`config.mk`:
```
export PLATFORM = sky130hd
export DESIGN_NAME = fp_div
export DESIGN_NICKNAME = d
export VERILOG_FILES = /design/src/rtl/fp_div_pkg.sv /design/src/rtl/fp_class.sv /design/src/rtl/fp_div.sv
export SDC_FILE = /design/constraint.sdc
export NUM_CORES = 1
export LEC_CHECK = 0
export CORE_ASPECT_RATIO = 0.6
export CORE_MARGIN = 3
export CORE_UTILIZATION = 60
export DETAILED_ROUTE_END_ITERATION = 8
export HOLD_SLACK_MARGIN = 0.03
export PLACE_DENSITY = 0.91
export RECOVER_POWER = 50
export SLEW_MARGIN = 20
export SYNTH_ARGS = -nofsm -noshare
export SYNTH_HDL_FRONTEND = slang
export SYNTH_SLANG_ARGS = --single-unit
```
`constraint.sdc`:
```
create_clock -name clk -period 11.55 [get_ports clk]
set_input_delay 3.465 -clock clk [delete_from_list [all_inputs] [get_ports clk]]
set_output_delay 3.465 -clock clk [all_outputs]
set_load 0.05 [all_outputs]
```
`src/rtl/fp_div_pkg.sv`:
```
// rtl/fp_div_pkg.sv - shared FP parameter set: flag indices, state encoding, exponent constants
package fp_div_pkg;

  // One-hot class flag bit positions shared by all FP units
  localparam int F_SNAN    = 0;
  localparam int F_QNAN    = 1;
  localparam int F_INF     = 2;
  localparam int F_ZERO    = 3;
  localparam int F_SUBNORM = 4;
  localparam int F_NORM    = 5;
  localparam int LAST_FLAG = 6;

  typedef enum logic [1:0] {
    ST_IDLE = 2'd0,
    ST_CALC = 2'd1,
    ST_PACK = 2'd2
  } fp_div_state_e;

  function automatic int fp_bias(input int n_exp);
    return (1 << (n_exp - 1)) - 1;
  endfunction

  function automatic int fp_emax(input int n_exp);
    return fp_bias(n_exp);
  endfunction

  function automatic int fp_emin(input int n_exp);
    return 1 - fp_bias(n_exp);
  endfunction

  // Smallest unbiased exponent that still yields a nonzero subnormal
  function automatic int fp_etiny(input int n_exp, input int n_sig);
    return fp_emin(n_exp) - n_sig;
  endfunction

endpackage

```
`src/rtl/fp_class.sv`:
```
// rtl/fp_class.sv - one-hot IEEE-754 class decode of an exponent/fraction pair
module fp_class
  import fp_div_pkg::*;
#(
  parameter int n_exp = 8,
  parameter int n_sig = 23
) (
  input  logic [n_exp+n_sig-1:0] x_i,
  output logic [LAST_FLAG-1:0]   cls_o
);

  logic [n_exp-1:0] exp_f;
  logic [n_sig-1:0] frac_f;

  assign exp_f  = x_i[n_exp+n_sig-1:n_sig];
  assign frac_f = x_i[n_sig-1:0];

  // All-ones exponent selects NaN/inf, all-zeros selects zero/subnormal
  always_comb begin
    cls_o = '0;
    if (&exp_f) begin
      if (frac_f == '0)          cls_o[F_INF]  = 1'b1;
      else if (frac_f[n_sig-1])  cls_o[F_QNAN] = 1'b1;
      else                       cls_o[F_SNAN] = 1'b1;
    end else if (exp_f == '0) begin
      if (frac_f == '0)          cls_o[F_ZERO]    = 1'b1;
      else                       cls_o[F_SUBNORM] = 1'b1;
    end else begin
      cls_o[F_NORM] = 1'b1;
    end
  end

endmodule

```
`src/rtl/fp_div.sv`:
```
// rtl/fp_div.sv - sequential restoring IEEE-754 divider; define FP_DIV_RNE_EN for round-to-nearest-even
module fp_div
  import fp_div_pkg::*;
#(
  parameter int n_exp = 8,
  parameter int n_sig = 23
) (
  input  logic                 clk,
  input  logic                 rst_n,
  input  logic                 start,
  input  logic [n_exp+n_sig:0] a,
  input  logic [n_exp+n_sig:0] b,
  output logic                 ready,
  output logic                 done,
  output logic [n_exp+n_sig:0] q,
  output logic [LAST_FLAG-1:0] q_flags
);

  localparam int W  = n_exp + n_sig + 1;
  localparam int EW = n_exp + 2;
  localparam int SW = n_sig + 1;
  localparam int RW = n_sig + 2;
  localparam int QW = n_sig + 3;
  localparam int CW = $clog2(QW);
  localparam logic signed [EW-1:0] BIAS_S  = EW'(fp_bias(n_exp));
  localparam logic signed [EW-1:0] EMAX_S  = EW'(fp_emax(n_exp));
  localparam logic signed [EW-1:0] EMIN_S  = EW'(fp_emin(n_exp));
  localparam logic signed [EW-1:0] ETINY_S = EW'(fp_etiny(n_exp, n_sig));
  localparam logic [CW-1:0]        LAST_ITER = CW'(QW - 1);

  fp_div_state_e         state_q, state_d;
  logic [CW-1:0]         cnt_q, cnt_d;
  logic [RW-1:0]         rem_q, rem_d;
  logic [SW-1:0]         div_q, div_d;
  logic [QW-1:0]         quot_q, quot_d;
  logic signed [EW-1:0]  ediff_q, ediff_d;
  logic                  sign_q, sign_d;
  logic                  spec_q, spec_d;
  logic [W-1:0]          spec_res_q, spec_res_d;
  logic [LAST_FLAG-1:0]  spec_flag_q, spec_flag_d;
  logic [W-1:0]          res_q, res_d;
  logic [LAST_FLAG-1:0]  flags_q, flags_d;
  logic                  done_q, done_d;

  logic [LAST_FLAG-1:0]  ca, cb;
  logic                  in_sign, a_zero, b_zero, sp_hit;
  logic [W-1:0]          sp_res;
  logic [LAST_FLAG-1:0]  sp_flag;

  logic                  step_ge;
  logic [RW-2:0]         step_sub;
  logic [RW-1:0]         step_rem;

  logic [SW-1:0]         sig_t, sig_r;
  logic [SW:0]           sig_rnd;
  logic                  guard, sticky, round_inc;
  logic signed [EW-1:0]  exp_t, exp_r, sub_sh;
  logic [W-1:0]          norm_res;
  logic [LAST_FLAG-1:0]  norm_flag;

  fp_class #(.n_exp(n_exp), .n_sig(n_sig)) u_class_a (.x_i(a[W-2:0]), .cls_o(ca));
  fp_class #(.n_exp(n_exp), .n_sig(n_sig)) u_class_b (.x_i(b[W-2:0]), .cls_o(cb));

  assign in_sign = a[W-1] ^ b[W-1];
  assign a_zero  = ca[F_ZERO] | ca[F_SUBNORM];
  assign b_zero  = cb[F_ZERO] | cb[F_SUBNORM];
  assign sp_hit  = ~(ca[F_NORM] & cb[F_NORM]);

  // Special-operand result in priority order; only used when sp_hit is set
  always_comb begin
    sp_res  = '0;
    sp_flag = '0;
    if (ca[F_SNAN]) begin
      sp_res = a; sp_flag[F_SNAN] = 1'b1;
    end else if (cb[F_SNAN]) begin
      sp_res = b; sp_flag[F_SNAN] = 1'b1;
    end else if (ca[F_QNAN]) begin
      sp_res = a; sp_flag[F_QNAN] = 1'b1;
    end else if (cb[F_QNAN]) begin
      sp_res = b; sp_flag[F_QNAN] = 1'b1;
    end else if ((ca[F_INF] && cb[F_INF]) || (a_zero && b_zero)) begin
      sp_res = {in_sign, {n_exp{1'b1}}, 1'b1, {(n_sig-1){1'b0}}};
      sp_flag[F_QNAN] = 1'b1;
    end else if (ca[F_INF] || b_zero) begin
      sp_res = {in_sign, {n_exp{1'b1}}, {n_sig{1'b0}}};
      sp_flag[F_INF] = 1'b1;
    end else begin
      sp_res = {in_sign, {(W-1){1'b0}}};
      sp_flag[F_ZERO] = 1'b1;
    end
  end

  // One restoring step: subtract divisor when it fits, then shift the remainder up
  always_comb begin
    step_ge  = rem_q >= {1'b0, div_q};
    step_sub = step_ge ? (RW-1)'(rem_q - {1'b0, div_q}) : rem_q[RW-2:0];
    step_rem = {step_sub, 1'b0};
  end

  // Normalise the quotient and extract guard/sticky
  always_comb begin
    if (quot_q[QW-1]) begin
      sig_t  = quot_q[QW-1:2];
      guard  = quot_q[1];
      sticky = quot_q[0] | (|rem_q);
      exp_t  = ediff_q;
    end else begin
      sig_t  = quot_q[QW-2:1];
      guard  = quot_q[0];
      sticky = |rem_q;
      exp_t  = ediff_q - EW'(1);
    end
  end

`ifdef FP_DIV_RNE_EN
  assign round_inc = guard & (sticky | sig_t[0]);
`else
  logic unused_grs;
  assign round_inc  = 1'b0;
  assign unused_grs = guard ^ sticky;
`endif

  // Round, then map the exponent onto inf / normal / subnormal / zero
  always_comb begin
    sig_rnd = {1'b0, sig_t} + {{SW{1'b0}}, round_inc};
    if (sig_rnd[SW]) begin
      sig_r = {1'b1, {n_sig{1'b0}}};
      exp_r = exp_t + EW'(1);
    end else begin
      sig_r = sig_rnd[SW-1:0];
      exp_r = exp_t;
    end
    sub_sh    = EMIN_S - exp_r;
    norm_flag = '0;
    if (exp_r > EMAX_S) begin
      norm_res = {sign_q, {n_exp{1'b1}}, {n_sig{1'b0}}};
      norm_flag[F_INF] = 1'b1;
    end else if (exp_r >= EMIN_S) begin
      norm_res = {sign_q, n_exp'(exp_r + BIAS_S), sig_r[n_sig-1:0]};
      norm_flag[F_NORM] = 1'b1;
    end else if (exp_r >= ETINY_S) begin
      norm_res = {sign_q, {n_exp{1'b0}}, n_sig'(sig_r >> sub_sh)};
      norm_flag[F_SUBNORM] = 1'b1;
    end else begin
      norm_res = {sign_q, {(W-1){1'b0}}};
      norm_flag[F_ZERO] = 1'b1;
    end
  end

  // Next-state and datapath updates for IDLE/CALC/PACK
  always_comb begin
    state_d     = state_q;
    cnt_d       = cnt_q;
    rem_d       = rem_q;
    div_d       = div_q;
    quot_d      = quot_q;
    ediff_d     = ediff_q;
    sign_d      = sign_q;
    spec_d      = spec_q;
    spec_res_d  = spec_res_q;
    spec_flag_d = spec_flag_q;
    res_d       = res_q;
    flags_d     = flags_q;
    done_d      = 1'b0;
    case (state_q)
      ST_IDLE: begin
        if (start) begin
          sign_d      = in_sign;
          ediff_d     = $signed({2'b00, a[W-2:n_sig]}) - $signed({2'b00, b[W-2:n_sig]});
          rem_d       = {1'b0, 1'b1, a[n_sig-1:0]};
          div_d       = {1'b1, b[n_sig-1:0]};
          quot_d      = '0;
          cnt_d       = '0;
          spec_d      = sp_hit;
          spec_res_d  = sp_res;
          spec_flag_d = sp_flag;
          state_d     = sp_hit ? ST_PACK : ST_CALC;
        end
      end
      ST_CALC: begin
        rem_d  = step_rem;
        quot_d = {quot_q[QW-2:0], step_ge};
        cnt_d  = cnt_q + CW'(1);
        if (cnt_q == LAST_ITER) state_d = ST_PACK;
      end
      ST_PACK: begin
        res_d   = spec_q ? spec_res_q  : norm_res;
        flags_d = spec_q ? spec_flag_q : norm_flag;
        done_d  = 1'b1;
        state_d = ST_IDLE;
      end
      default: state_d = ST_IDLE;
    endcase
  end

  // Register update; reset aborts any operation in flight and clears the result
  always_ff @(posedge clk or negedge rst_n) begin
    if (!rst_n) begin
      state_q     <= ST_IDLE;
      cnt_q       <= '0;
      rem_q       <= '0;
      div_q       <= '0;
      quot_q      <= '0;
      ediff_q     <= '0;
      sign_q      <= 1'b0;
      spec_q      <= 1'b0;
      spec_res_q  <= '0;
      spec_flag_q <= '0;
      res_q       <= '0;
      flags_q     <= '0;
      done_q      <= 1'b0;
    end else begin
      state_q     <= state_d;
      cnt_q       <= cnt_d;
      rem_q       <= rem_d;
      div_q       <= div_d;
      quot_q      <= quot_d;
      ediff_q     <= ediff_d;
      sign_q      <= sign_d;
      spec_q      <= spec_d;
      spec_res_q  <= spec_res_d;
      spec_flag_q <= spec_flag_d;
      res_q       <= res_d;
      flags_q     <= flags_d;
      done_q      <= done_d;
    end
  end

  assign ready   = (state_q == ST_IDLE);
  assign done    = done_q;
  assign q       = res_q;
  assign q_flags = flags_q;

endmodule

```
==> results of run 1 <==
[cell usage in the layout (no fill, tap or decap), types with 6 or more instances in the layout]
master / n
sky130_fd_sc_hd__mux2_2: 12
sky130_fd_sc_hd__o31ai_1: 17
sky130_fd_sc_hd__a21o_1: 14
sky130_fd_sc_hd__a31oi_1: 16
sky130_fd_sc_hd__clkbuf_16: 17
sky130_fd_sc_hd__nor2b_1: 14
sky130_fd_sc_hd__inv_1: 61
sky130_fd_sc_hd__nand2b_1: 8
sky130_fd_sc_hd__nand3_1: 25
sky130_fd_sc_hd__xnor2_1: 29
sky130_fd_sc_hd__buf_4: 14
sky130_fd_sc_hd__o221ai_1: 6
sky130_fd_sc_hd__dfrtp_1: 167
sky130_fd_sc_hd__mux2i_1: 70
sky130_fd_sc_hd__nor3_1: 27
sky130_fd_sc_hd__nand4_1: 13
sky130_fd_sc_hd__nor4_1: 22
sky130_fd_sc_hd__ha_1: 38
sky130_fd_sc_hd__clkdlybuf4s50_1: 103
sky130_fd_sc_hd__o211ai_1: 13
sky130_fd_sc_hd__o21a_1: 10
sky130_fd_sc_hd__o21ai_1: 6
sky130_fd_sc_hd__a211oi_1: 12
sky130_fd_sc_hd__nor2_1: 169
sky130_fd_sc_hd__a21oi_1: 89
sky130_fd_sc_hd__a221oi_1: 32
sky130_fd_sc_hd__o21ai_0: 143
sky130_fd_sc_hd__and3_1: 24
sky130_fd_sc_hd__xor2_1: 15
sky130_fd_sc_hd__nor3b_1: 10
sky130_fd_sc_hd__nand2_1: 174
[final cells by class]
type	instances	area, sq um
Inverter	62	233
Multi-Input combinational cell	1088	6710
Clock buffer	20	447
Timing Repair Buffer	123	1180
Fill cell	1407	5240
Sequential cell	168	4210
Clock inverter	12	139
Tap cell	240	300
[state kept, by name (all words and copies together), names as in the netlist]
register	cells
state_q	2
q_flags	6
done	1
ediff_q	9
quot_q	26
q	32
rem_q	25
spec_flag_q	4
spec_q	1
sign_q	1
div_q	24
spec_res_q	32
cnt_q	5
[logic make-up (layout without fill, tap and decap cells)]
| kind of cell | after synthesis | in the layout | synth area share (%) |
|---|---|---|---|
| mux | 83 | 83 | 7.45 |
| xor+xnor | 45 | 45 | 3.54 |
| buf+inv | 159 | 217 | 5.44 |
| flops | 168 | 168 | 36.5 |
| simple gates | 519 | 519 | 20.8 |
| fa+ha+maj | 40 | 40 | 4.47 |
| compound gates | 401 | 401 | 21.8 |
[worst max path at each step]
stage,from,endpoint,cells past startpoint
floorplan,b[16],spec_res_q[23],6
global placement,b[22],spec_res_q[29],7
detailed placement,b[22],spec_res_q[29],7
CTS,b[22],spec_res_q[29],7
global route,rst_n,quot_q[25],2
finish,rst_n,quot_q[25],2
[per-stage QoR]
step                      std cells  setup WS (ns)  total power (uW)  util, %
after floorplan                1415           6.27              3340        -
final                          1713           4.11              4840     71.6
after detailed placement       1681           4.80              4090     68.6
after CTS                      1713           5.17              4730     71.7
after global routing           1713           3.28              5170     71.6
after global placement         1681           5.07              4010     68.6
[layer usage]
metal / part of all wire, % / global-route usage (%) / vias up / wire length (um)
met3: 14 / 10.1 / 73 / 5000
met5: 0 / 0 / - / 0
met1: 43 / 54.1 / 5384 / 15900
met4: 1.5 / 5.89 / 0 / 563
met2: 42 / 49.8 / 810 / 15300
li1: - / - / 5144 / -
[report_power, final]
| part | switching [uW] | internal (uW) | total, uW |
|---|---|---|---|
| logic | 1970 | 1200 | 3180 |
| clock network | 257 | 328 | 585 |
| registers | 239 | 833 | 1070 |
==> PnR_summary.wiki, run 1 <==
{| class="wikitable"
! Metric !! Value
|-
| Post-Layout Inst Area || 0.0132 sq mm
|-
| Number of buffers created by CTS || 17
|-
| Proportion of synthesized chip area in sequential cells || between 30% and 40%
|-
| Post-Syn Area || 0.0115 sq mm
|-
| Worst Hold Endpoint || div_q[23]
|-
| Rows || 38
|-
| Syn-to-layout area delta || 14.6%
|-
| Cells resized by post-CTS repair || 0
|-
| Boundary pin count || 107
|-
| Largest cells by area after synthesis || sky130_fd_sc_hd__dfrtp_1 36%, sky130_fd_sc_hd__o21ai_0 6.2%, sky130_fd_sc_hd__mux2i_1 6.1%, sky130_fd_sc_hd__nand2_1 5.7%, sky130_fd_sc_hd__nor2_1 5.5%
|-
| Clock-pin slew reported for the worst setup and hold paths after clock tree synthesis || approximately 0.070 ns
|-
| Critical path fanouts, max || ~100
|-
| HPWL reported at the end of detailed placement || between 20000 and 30000 um
|-
| Detailed-route vias per instance || roughly 6.7
|-
| Ratio of cells with drive above 1 in the final layout || between 5 and 6%
|-
| Sort of element at the end of the critical path || asynchronous set/reset pin
|-
| Final worst path period need || around 7.4 ns
|-
| Most frequently used flop master after synthesis || sky130_fd_sc_hd__dfrtp_1
|-
| End of the worst register-to-register path || q[22]
|-
| Via Count || approximately 11000
|-
| Aggregate global routing overflow || 0
|-
| Number of nets in the layout || approximately 1600
|-
| Setup TNS || 0 ns
|-
| Proportion of register bits with asynchronous set or reset after synthesis || 100%
|-
| Number of enable flip-flop cells after synthesis || 0
|-
| Leak || 0.00568 uW
|-
| Slew at the pin closest to its max-slew limit || roughly 3.8 ns
|-
| Beginning of the worst register-to-register path || ediff_q[0]
|-
| Weighted congestion at the end of routability-driven global placement || 1.01
|-
| Most numerous cell types in the synthesized netlist || 175 x sky130_fd_sc_hd__nand2_1, 169 x sky130_fd_sc_hd__nor2_1, 168 x sky130_fd_sc_hd__dfrtp_1
|-
| Cell count after synthesis || ~1400
|-
| Flop-to-flop setup slack || 5.91 ns
|-
| # DRC || 0
|-
| Setup repair bufs after CTS || 0
|-
| Leading cell type by number of instances after synthesis || sky130_fd_sc_hd__nand2_1
|-
| Fin Hold WS || around 0.45 ns
|-
| Wire length of the first global-routing pass || a little under 60000 um
|-
| Largest net degree at the start of global routing || 105
|-
| Register bit count reported by yosys || about 170
|-
| Synth area leader || sky130_fd_sc_hd__dfrtp_1
|-
| Instance area at placement || 0.0126 sq mm
|-
| Remaining antenna violation count || 0
|-
| Starting DRT DRC Count || 1740
|-
| Number of antenna repair diodes || 0
|-
| Longest Clk Path Bufs || 2
|-
| Number of distinct library cell variants in the gate-level netlist after synthesis || 78
|-
| Worst hold path class || reg -> reg
|-
| Total track usage || a little over a third
|-
| Port Buf Inserts || between 100 and 150
|-
| Worst-case reg-to-reg path depth || 17
|-
| Total length of routed wires || approximately 37000 um
|-
| Final Cycle Share || roughly 64%
|-
| Starting density of the core || around 62%
|-
| Clock sinks || 168
|-
| # setup viols final || 0
|-
| Depth of the CTS H-tree || 4
|-
| Horizontal extent of the die || 185 um
|-
| Vias in the first global route || 10500
|-
| Detailed-router iteration count before antenna repair || 7
|-
| Final hold violation count || 0
|-
| Largest delay contributor family on the critical path || buffers and inverters
|-
| Initial antenna violation count || 0
|-
| Core Box Area || 0.0184 sq mm
|-
| Cell depth of the worst hold path || 2
|-
| CTS Root Buffer Type || sky130_fd_sc_hd__clkbuf_16
|-
| Total of max-cap violations || 4
|-
| Kind of start point of the critical path || input pin
|-
| Setup repair after global routing missed its margin || no
|-
| Final clock skew || about 0.014 ns
|-
| Syn nets || roughly 1500
|-
| Kind of critical path || in -> async
|-
| Top-area cell type share of the netlist area || a little over a third
|-
| Sequence of cells on the critical path || buf_6 -> clkbuf_1
|-
| CP max-delay cell || sky130_fd_sc_hd__clkbuf_1
|-
| Required @ worst endpoint || 10.98 ns
|-
| Max Slew Vio Count || approximately 250
|-
| Hold_sp || div_q[23]
|-
| Hold_buf cts || 0
|-
| Arrival time of data at the critical path endpoint || ~6.9 ns
|-
| Clock tree from TritonCTS || built
|-
| Max_slew headroom || -153%
|-
| Worst supply voltage drop on vdd || slightly below 300 uV
|-
| Total die area || 0.0210 sq mm
|-
| Maximum single-stage delay on the critical path || 2.60 ns
|-
| Outcome || finished, violations left
|-
| Violated checks || max-capacitance violations, max-slew violations
|-
| DR WL/cell || about 21 um
|-
| Maximum frequency from static timing analysis || about 0.13 GHz
|-
| Synth warn || 0
|-
| Post-Synthesis Mean Instance Area || approximately 8.1 sq um
|-
| Areal power density over the cells || about 370 mW/mm^2
|-
| Crit path buf inv count || 2
|-
| Clock latency on the worst-skew pair || around 0.44 ns
|-
| Floorplan die height || approximately 110 um
|}
(Power assumes the default switching activity.)
==> inputs of run 2 (changes only) <==
--- a/config.mk
+++ b/config.mk
@@ -7,10 +7,10 @@
 export LEC_CHECK = 0
 export CORE_ASPECT_RATIO = 0.6
 export CORE_MARGIN = 3
-export CORE_UTILIZATION = 60
+export CORE_UTILIZATION = 53
 export DETAILED_ROUTE_END_ITERATION = 8
 export HOLD_SLACK_MARGIN = 0.03
-export PLACE_DENSITY = 0.91
+export PLACE_DENSITY = 0.85
 export RECOVER_POWER = 50
 export SLEW_MARGIN = 20
 export SYNTH_ARGS = -nofsm -noshare
==> constraint.sdc (replaced) <==
create_clock -name clk -period 6 [get_ports clk]
set_input_delay 1.8 -clock clk [delete_from_list [all_inputs] [get_ports clk]]
set_output_delay 1.8 -clock clk [all_outputs]
set_load 0.05 [all_outputs]
==> run 2 against run 1 <==
The flow still finishes with violations (max-capacitance violations, max-slew violations). Die area is 13% higher. Sequential cell count stayed put. Worst setup slack worse by 2.9 ns. Critical path depth is 15 higher. Worst hold slack worse by 0.0018 ns. Clock power is 90% higher. Register-to-register slack worse by 4.7 ns. Sequential power is 92% higher. Final cell count is 2.5% higher. Critical path type is now reg -> reg.
==> PnR_summary.wiki, run 2 (same netlist as run 1, synthesis figures left out) <==
{| class="wikitable"
! Metric !! Value
|-
| Vias in the first global route || 10300 (-1.6%)
|-
| Number of antenna repair diodes || 0 (unchanged)
|-
| Sort of element at the end of the critical path || flop
|-
| Depth of the CTS H-tree || 4 (unchanged)
|-
| Longest Clk Path Bufs || 2 (unchanged)
|-
| Count of placed standard cells including taps || 1724 (+2.6%)
|-
| Clock-pin slew reported for the worst setup and hold paths after clock tree synthesis || 0.07 ns (about the same)
|-
| Rows || 41 (+7.9%)
|-
| Worst hold path class || reg -> reg
|-
| Critical path fanouts, max || 31 (-70%)
|-
| Aggregate global routing overflow || 0 (unchanged)
|-
| DR WL/cell || 20.4 um (-5.0%)
|-
| Total of max-cap violations || 3 (-1)
|-
| Cells resized by post-CTS repair || 0 (unchanged)
|-
| Kind of start point of the critical path || flop
|-
| Clock tree from TritonCTS || built
|-
| Detailed-route vias per instance || 6.42 (-3.6%)
|-
| Horizontal extent of the die || 196 um (+6.2%)
|-
| Highest metal layer with signal wires || met4
|-
| Final clock skew || 0.00848 ns (-0.00513 ns)
|-
| Max Slew Vio Count || 188 (-24%)
|-
| Wire length on met1 || 16300 um (+2.0%)
|-
| HPWL reported at the end of detailed placement || 25900 um (+0.99%)
|-
| Core Box Area || 0.0212 sq mm (+15%)
|-
| Weighted congestion at the end of routability-driven global placement || 0.996 (-1.2%)
|-
| Clock latency on the worst-skew pair || 0.45 ns (about the same)
|-
| Syn-to-layout area delta || 15.4%
|-
| DP Worst Slack || 1.05 ns (-3.75 ns)
|-
| Slew at the pin closest to its max-slew limit || 2.37 ns (-1.42 ns)
|-
| Maximum frequency from static timing analysis || about 0.21 GHz
|-
| Leak || 0.00571 uW (+0.49%)
|-
| Hold_buf cts || 0 (unchanged)
|-
| Outcome || finished, violations left
|-
| Final Cycle Share || roughly 80%
|-
| # setup viols final || 0 (unchanged)
|-
| Most frequent cells in the layout || 175 x sky130_fd_sc_hd__nand2_1, 169 x sky130_fd_sc_hd__nor2_1, 167 x sky130_fd_sc_hd__dfrtp_1
|-
| Initial antenna violation count || 0 (unchanged)
|-
| Post-Layout Inst Area || 0.0133 sq mm (+0.68%)
|-
| Setup repair after global routing missed its margin || no
|-
| Worst supply voltage drop on vdd || 447 uV (+52%)
|-
| Total length of routed wires || 35800 um (-2.6%)
|-
| # DRC || 0 (unchanged)
|-
| Final hold violation count || 0 (unchanged)
|-
| Starting DRT DRC Count || 1537 (-12%)
|-
| Kind of critical path || reg -> reg
|-
| Detailed-router iteration count before antenna repair || 6 (-1)
|-
| WL met3 || 4380 um (-12%)
|-
| Via Count || 11300 (-1.2%)
|-
| Port Buf Inserts || 106 (unchanged)
|-
| Leading cell type in the layout, fill and taps excluded || sky130_fd_sc_hd__nand2_1
|-
| Total track usage || 30.6% (-4.6 points)
|-
| Instance area at placement || 0.0128 sq mm (+0.82%)
|-
| Remaining antenna violation count || 0 (unchanged)
|-
| Largest net degree at the start of global routing || 94 (-10%)
|-
| CTS Root Buffer Type || sky130_fd_sc_hd__clkbuf_16
|-
| Setup repair bufs after CTS || 0 (unchanged)
|-
| Violated checks || max-capacitance violations, max-slew violations
|-
| Areal power density over the cells || 694 mW/mm^2 (+90%)
|-
| Setup TNS || 0 ns (unchanged)
|-
| Starting density of the core || 54.4% (-8.1 points)
|-
| Arrival time of data at the critical path endpoint || 5.15 ns (-1.72 ns)
|-
| Setup ws final || 1.21 ns (-2.90 ns)
|-
| Metal2 WL || 14600 um (-4.7%)
|-
| Boundary pin count || 107 (unchanged)
|-
| Number of buffers created by CTS || 17 (unchanged)
|-
| Number of nets in the layout || 1571 (+0.26%)
|-
| Ratio of cells with drive above 1 in the final layout || 5.75% (+0.26 points)
|-
| Final worst path period need || 4.79 ns
|-
| Max_slew headroom || -58.2% (+95 points)
|-
| Total die area || 0.0236 sq mm (+13%)
|-
| Post-route non-filler standard cell count || 1756 (+2.5%)
|-
| Floorplan die height || 120 um (+6.1%)
|-
| Clock sinks || 168 (unchanged)
|-
| Wire length of the first global-routing pass || 57500 um (-1.8%)
|-
| Required @ worst endpoint || 6.35 ns (-4.63 ns)
|}
==> run 2: area by class of cell <==
cell class                 count  area (sq um)
timing repair buffer         127          1220
tap                          279           349
sequential                   168          4210
fill                        1796          7890
clock buffer                  19           443
clock inverter                13           136
multi-input combinational   1088          6720
inverter                      62           233
==> run 2: per-stage QoR <==
| step | total power (uW) | hold WS (ns) | utilization (%) |
|---|---|---|---|
| finish | 9240 | 0.451 | 62.8 |
| global route | 9880 | 0.490 | 62.8 |
| CTS | 9060 | 0.450 | 62.9 |
| detailed placement | 7920 | 0.435 | 60.2 |
| global placement | 7770 | 0.434 | 60.2 |
| floorplan | 6430 | 0.418 | - |
==> run 2: final timing paths <==
check,to,from,cells past startpoint,slack [ns]
max in group asynchronous,div_q[18],rst_n,2,1.92
worst max-delay path,q[22],ediff_q[0],17,1.21
worst max register to register,q[22],ediff_q[0],17,1.21
worst min-delay path,div_q[23],div_q[23],2,0.45
min in group asynchronous,quot_q[8],rst_n,1,1.33
worst min register to register,div_q[23],div_q[23],2,0.45
==> run 2: report_power, final <==
| part | internal (uW) | leakage, uW | total [uW] | switching [uW] |
|---|---|---|---|---|
| clock network | 594 | 0.000279 | 1110 | 511 |
| registers | 1600 | 0.00211 | 2050 | 451 |
| logic | 2330 | 0.00332 | 6080 | 3750 |
==> run 2: layer usage <==
metal	GRT usage, %	up-vias
met5	0	-
met4	6.50	0
met3	9.52	75
met2	42.1	692
met1	47.0	5359
li1	-	5151
==> run 2: worst max-delay path, cell delays in order, from the launching register on <==
cell and delay (ns):
sky130_fd_sc_hd__dfrtp_1 0.33, sky130_fd_sc_hd__buf_4 0.29, sky130_fd_sc_hd__inv_1 0.07, sky130_fd_sc_hd__buf_4 0.23, sky130_fd_sc_hd__ha_1 0.36, sky130_fd_sc_hd__inv_1 0.07, sky130_fd_sc_hd__mux2i_1 0.23, sky130_fd_sc_hd__inv_1 0.10
sky130_fd_sc_hd__ha_1 0.32, sky130_fd_sc_hd__or2_2 0.34, sky130_fd_sc_hd__nor4_1 0.24, sky130_fd_sc_hd__nor2_1 0.16, sky130_fd_sc_hd__or4_1 0.51, sky130_fd_sc_hd__a31oi_2 0.30, sky130_fd_sc_hd__and3_1 0.44, sky130_fd_sc_hd__and2_4 0.29
sky130_fd_sc_hd__a41oi_2 0.14, sky130_fd_sc_hd__nor4_2 0.28
